## config.mk

```make
export PLATFORM = sky130hd
export DESIGN_NAME = mem_dumper
export DESIGN_NICKNAME = d
export VERILOG_FILES = /design/src/rtl/mem_dumper.sv
export SDC_FILE = /design/constraint.sdc
export NUM_CORES = 2
export LEC_CHECK = 0
export BUFFER_PORTS_ARGS = -buffer_cell sky130_fd_sc_hd__buf_4
export CORE_AREA = 2 2 407 409
export DETAILED_ROUTE_END_ITERATION = 12
export DIE_AREA = 0 0 409 411
export GPL_ROUTABILITY_DRIVEN = 0
export PLACE_DENSITY = 0.52
export SYNTH_ARGS = -nofsm -noshare
export SYNTH_HDL_FRONTEND = slang
export SYNTH_SLANG_ARGS = --single-unit
```

## constraint.sdc

```tcl
create_clock -name i_clk -period 6.7 [get_ports i_clk]
set_input_delay 0.67 -clock i_clk [delete_from_list [all_inputs] [get_ports i_clk]]
set_output_delay 0.67 -clock i_clk [all_outputs]
set_load 0.01 [all_outputs]
```

## src/rtl/mem_dumper.sv

```systemverilog
// Snapshots the flattened data-memory debug bus and streams it MSB-first, one byte per handshake.
// Define MEM_DUMPER_HEADER_EN to prefix the stream with an 0xA5 / word-count header.
module mem_dumper #(
  parameter int IO_BUS_SIZE   = 32,
  parameter int MEM_ADDR_SIZE = 5,
  parameter int BYTE_SIZE     = 8
) (
  input  logic                                      i_clk,
  input  logic                                      i_reset,
  input  logic                                      i_start,
  input  logic [(2**MEM_ADDR_SIZE)*IO_BUS_SIZE-1:0] i_bus_debug,
  output logic [BYTE_SIZE-1:0]                      o_data,
  output logic                                      o_valid,
  input  logic                                      i_ready,
  output logic                                      o_busy,
  output logic                                      o_done,
  output logic [MEM_ADDR_SIZE-1:0]                  o_word_idx
);

  localparam int W   = 2**MEM_ADDR_SIZE;
  localparam int IMG = W*IO_BUS_SIZE;
  localparam int BPW = IO_BUS_SIZE/BYTE_SIZE;
  localparam int BW  = (BPW > 1) ? $clog2(BPW) : 1;

  localparam logic [MEM_ADDR_SIZE-1:0] K_LAST = MEM_ADDR_SIZE'(W-1);
  localparam logic [BW-1:0]            B_LAST = BW'(BPW-1);
  localparam logic [MEM_ADDR_SIZE-1:0] K_ONE  = MEM_ADDR_SIZE'(1);
  localparam logic [BW-1:0]            B_ONE  = BW'(1);

  typedef enum logic [1:0] {
    IDLE,
    SEND,
    DONE
`ifdef MEM_DUMPER_HEADER_EN
    ,
    HEADER
`endif
  } state_t;

  state_t                   state;
  logic [IMG-1:0]           shadow;
  logic [MEM_ADDR_SIZE-1:0] k;
  logic [BW-1:0]            b;
`ifdef MEM_DUMPER_HEADER_EN
  logic                     hdr_cnt;
`endif

  wire xfer = o_valid & i_ready;

  // Byte bb of word wk, counted from the word's most significant byte.
  function automatic logic [BYTE_SIZE-1:0] pick(
    input logic [IMG-1:0]           img,
    input logic [MEM_ADDR_SIZE-1:0] wk,
    input logic [BW-1:0]            bb
  );
    int base;
    base = int'(wk)*IO_BUS_SIZE + IO_BUS_SIZE
         - (int'(bb) + 1)*BYTE_SIZE;
    return img[base +: BYTE_SIZE];
  endfunction

  always_ff @(posedge i_clk or negedge i_reset) begin
    if (!i_reset) begin
      state      <= IDLE;
      shadow     <= '0;
      k          <= '0;
      b          <= '0;
      o_data     <= '0;
      o_valid    <= 1'b0;
      o_busy     <= 1'b0;
      o_done     <= 1'b0;
      o_word_idx <= '0;
`ifdef MEM_DUMPER_HEADER_EN
      hdr_cnt    <= 1'b0;
`endif
    end else begin
      unique case (state)
        IDLE: begin
          o_done     <= 1'b0;
          o_word_idx <= '0;
          if (i_start) begin
            shadow  <= i_bus_debug;
            k       <= '0;
            b       <= '0;
            o_valid <= 1'b1;
            o_busy  <= 1'b1;
`ifdef MEM_DUMPER_HEADER_EN
            hdr_cnt <= 1'b0;
            o_data  <= BYTE_SIZE'(8'hA5);
            state   <= HEADER;
`else
            o_data  <= pick(i_bus_debug, '0, '0);
            state   <= SEND;
`endif
          end
        end
`ifdef MEM_DUMPER_HEADER_EN
        HEADER: begin
          if (xfer) begin
            if (!hdr_cnt) begin
              hdr_cnt <= 1'b1;
              o_data  <= BYTE_SIZE'(W);
            end else begin
              o_data  <= pick(shadow, '0, '0);
              state   <= SEND;
            end
          end
        end
`endif
        SEND: begin
          o_word_idx <= k;
          if (xfer) begin
            if (b == B_LAST) begin
              b <= '0;
              if (k == K_LAST) begin
                o_valid    <= 1'b0;
                o_done     <= 1'b1;
                o_data     <= '0;
                o_word_idx <= '0;
                state      <= DONE;
              end else begin
                k          <= k + K_ONE;
                o_word_idx <= k + K_ONE;
                o_data     <= pick(shadow, k + K_ONE, '0);
              end
            end else begin
              b      <= b + B_ONE;
              o_data <= pick(shadow, k, b + B_ONE);
            end
          end
        end
        DONE: begin
          o_done <= 1'b0;
          o_busy <= 1'b0;
          k      <= '0;
          state  <= IDLE;
        end
        default: state <= IDLE;
      endcase
    end
  end

endmodule
```

==> flow_metrics.py <==
metrics = {
    "cells_and_area": {
        "multiInputGateArea_um2": 22500,
        "fin_cells": 8435,
        "area.growth.synth_to_final_pct": 27.6,
        "register_area_um2": 26300,
        "final_nets": 7162,
        "drive_above_1_share": 0.267,
        "fin_area_um2": 64100,
        "n_fill_cell": 16500,
    },
    "route": {
        "drt_wl_total_mm": 224,
        "drtIter0Drc": 4137,
        "drc": 0,
        "drt-pass1-iter-count": 6,
        "wl_met1_mm": 90.7,
        "routed.top_layer": "met5",
        "drtAntennaViolNets": 0,
        "routed-via-count": 42200,
        "avgRoutedWirePerCell_um": 26.5,
        "wl_met2_mm": 108,
        "viasPerCell": 5.00,
        "dr_wl_met3_mm": 15.9,
    },
    "synthesis": {
        "synth.avg_cell_area_um2": 9.57,
        "synthesis.nets": 6287,
        "yosys.area_share.simple": 0.251,
        "synth_top_area_share": 0.523,
        "syn_area_um2": 50200,
        "ys_ff_latch": 1049,
        "synth_top_family_by_area": "simple AND/OR/NAND/NOR gates",
        "synthMuxAreaShare": 0.173,
        "synth_compound_area_frac": 0.0157,
        "synthAdderAreaFrac": 0.00324,
        "synth_warnings": 0,
        "synthCells": 5246,
        "ys_top_cells_by_area": "dfrtp_1 (52%), nand2_1 (24%), mux4_2 (15%)",
        "async_flop_share": 1.00,
        "synth_flop_cell": "dfrtp_1",
        "ys_seq_area_frac": 0.523,
        "synth-edff-count": 0,
        "synth_cell_type_count": 65,
        "yosysTopAreaCell": "dfrtp_1",
        "synth_xor_area_frac": 0.00172,
    },
    "sta": {
        "rsz0062_at_grt": "no",
        "max_slew_margin": 0.204,
        "setup_viol": 0,
        "min_period_over_period": 0.682,
        "clock_skew_ns": 0.0237,
        "period_minus_slack_ns": 4.57,
        "finalHoldViolCount": 0,
        "drv_slew": 0,
        "tightest_slew_ns": 1.19,
        "setup_ws_ns": 2.13,
        "fmax_mhz": 219,
        "final.setup.tns_ns": 0,
    },
    "placed_design": {
        "dp.cells": 8188,
        "portBuffers": 1043,
        "placed_area_um2": 60000,
        "place_hpwl_mm": 170,
        "pre_cts_slack_ns": 2.12,
    },
    "cts": {
        "clk_pin_slew_ns": 0.06,
        "cts_buffers": 119,
        "root_buffer": "clkbuf_16",
        "cts_tree": "built",
        "clockBufferDepth": 3,
        "clkLatencyLatePin_ns": 0.73,
        "clkSinkCount": 1049,
        "cts_setup_buffers": 0,
        "cts_resized": 0,
        "hold_buffers": 1,
        "htree_levels": 3,
    },
    "grt": {
        "antenna_found_initial": 42,
        "grt_max_degree": 230,
        "track_usage": 0.262,
        "grt_pass1_wl_mm": 315,
        "gr-total-overflow": 0,
        "grt_pass1_vias": 43100,
    },
    "outcome": {
        "status": "finished clean",
    },
    "worst_setup_path": {
        "start_kind": "flip-flop",
        "end_kind": "flip-flop",
        "critPathArrivalTime_ns": 5.21,
        "worstSetupPathType": "flip-flop to flip-flop",
        "cp.required_ns": 7.34,
        "r2r_setup_slack_ns": 2.13,
        "cp_max_fo": 37,
    },
    "floorplanning": {
        "start_util": 0.307,
        "die-area_um2": 168000,
        "core_area_um2": 164000,
        "ios": 1044,
        "dieWidth_um": 409,
        "die_h_um": 411,
        "row_count": 149,
    },
    "min_path": {
        "hp-class": "input port to flip-flop",
    },
    "power": {
        "leakage_uw": 0.0328,
        "p_per_area_nw_per_um2": 538,
        "ir_drop_mv": 0.757,
    },
    "job": {
        "maxCapViolCount": 0,
    },
}
==> layer usage <==
layer / global-route usage / up-vias
met5: 0 / -
met4: 0.105 / 18
met3: 0.0543 / 344
met2: 0.427 / 1692
met1: 0.340 / 21300
li1: - / 18900
==> cells in the mapped netlist (all sizes together) (3+ instances only) <==
master / n
a2111oi: 7
a211oi: 4
a21oi: 22
a22oi: 6
a311oi: 4
a31oi: 4
and2: 5
and3: 3
buf: 91
clkbuf: 251
dfrtp: 1049
ha: 13
inv: 10
mux2: 3
mux2i: 47
mux4: 361
nand2: 3166
nand2b: 6
nand3: 31
nand4: 16
nor2: 29
nor2b: 3
nor3: 18
nor3b: 3
nor4: 5
o21ai: 31
o22ai: 6
o31ai: 8
o32ai: 3
or3: 5
xnor2: 5
xor2: 4
==> where the power goes <==
part	total, µW	internal (µW)	switching, µW
sequential	11100	8910	2210
combinational	16500	6950	9520
clock	6860	4010	2850
==> layout make-up <==
class | instances | share of cell area
antenna | 23 | 0.000898
clock buffer | 165 | 0.0525
clock inverter | 58 | 0.0112
inverter | 10 | 0.000586
multi-input combinational | 3845 | 0.350
sequential | 1049 | 0.410
tap | 2189 | 0.0427
timing repair buffer | 1096 | 0.132
==> stage by stage <==
stage	utilization	hold WS (ns)	total power (µW)
5_1_grt	0.391	0.0755	36300
3_5_place_dp	0.366	0.457	27800
3_3_place_gp	0.366	0.452	27600
2_1_floorplan	-	0.374	20700
6_report	0.391	0.116	34500
4_1_cts	0.391	0.0529	34800
==> cell families (layout without fill, tap and decap cells) <==
| kind of cell | after synthesis | in the layout |
|---|---|---|
| other cells | 0 | 23 |
| simple gates | 3297 | 3297 |
| flops | 1049 | 1049 |
| mux | 411 | 411 |
| compound gates | 115 | 115 |
| buf+inv | 352 | 1329 |
| xor+xnor | 9 | 9 |
| fa+ha+maj | 13 | 13 |
==> worst max-delay path: stages (launching register included) <==
cell     delay, ns
dfrtp_4       0.94
inv_1         0.11
ha_1          0.54
nor3_4        0.38
xor2_4        0.17
buf_4         0.67
mux4_2        0.44
nor3_1        0.06
nor4_1        0.64
a31oi_1       0.11
o31ai_1       0.23
==> registers in the layout, summed over array words and instances (netlist names) <==
signal / count
b: 2
o_done: 1
k: 5
state: 2
o_busy: 1
o_word_idx: 5
shadow: 1024
o_data: 8
o_valid: 1
==> placed cells by master, fill, tap and decap left out, types with 16 or more instances in the layout <==
master	count
nor2_1	29
clkinv_2	26
dfrtp_1	1047
clkbuf_16	120
clkbuf_1	26
diode_2	23
nand2_1	3165
mux2i_1	47
buf_12	18
nand3_1	30
o21ai_0	29
nand4_1	16
nor3_1	17
mux4_2	342
buf_4	1076
mux4_1	19
clkbuf_8	19
a21oi_1	22
==> path summary, 6_finish.rpt <==
path	start	endpoint	depth (start not counted)
max reg2reg	k[0]	o_data[1]	10
min	i_bus_debug[277]	shadow[277]	3
max	k[0]	o_data[1]	10
max in group asynchronous	i_reset	shadow[1000]	4
min reg2reg	shadow[183]	shadow[183]	2
min in group asynchronous	i_reset	shadow[169]	2
(Power assumes the default switching activity.)
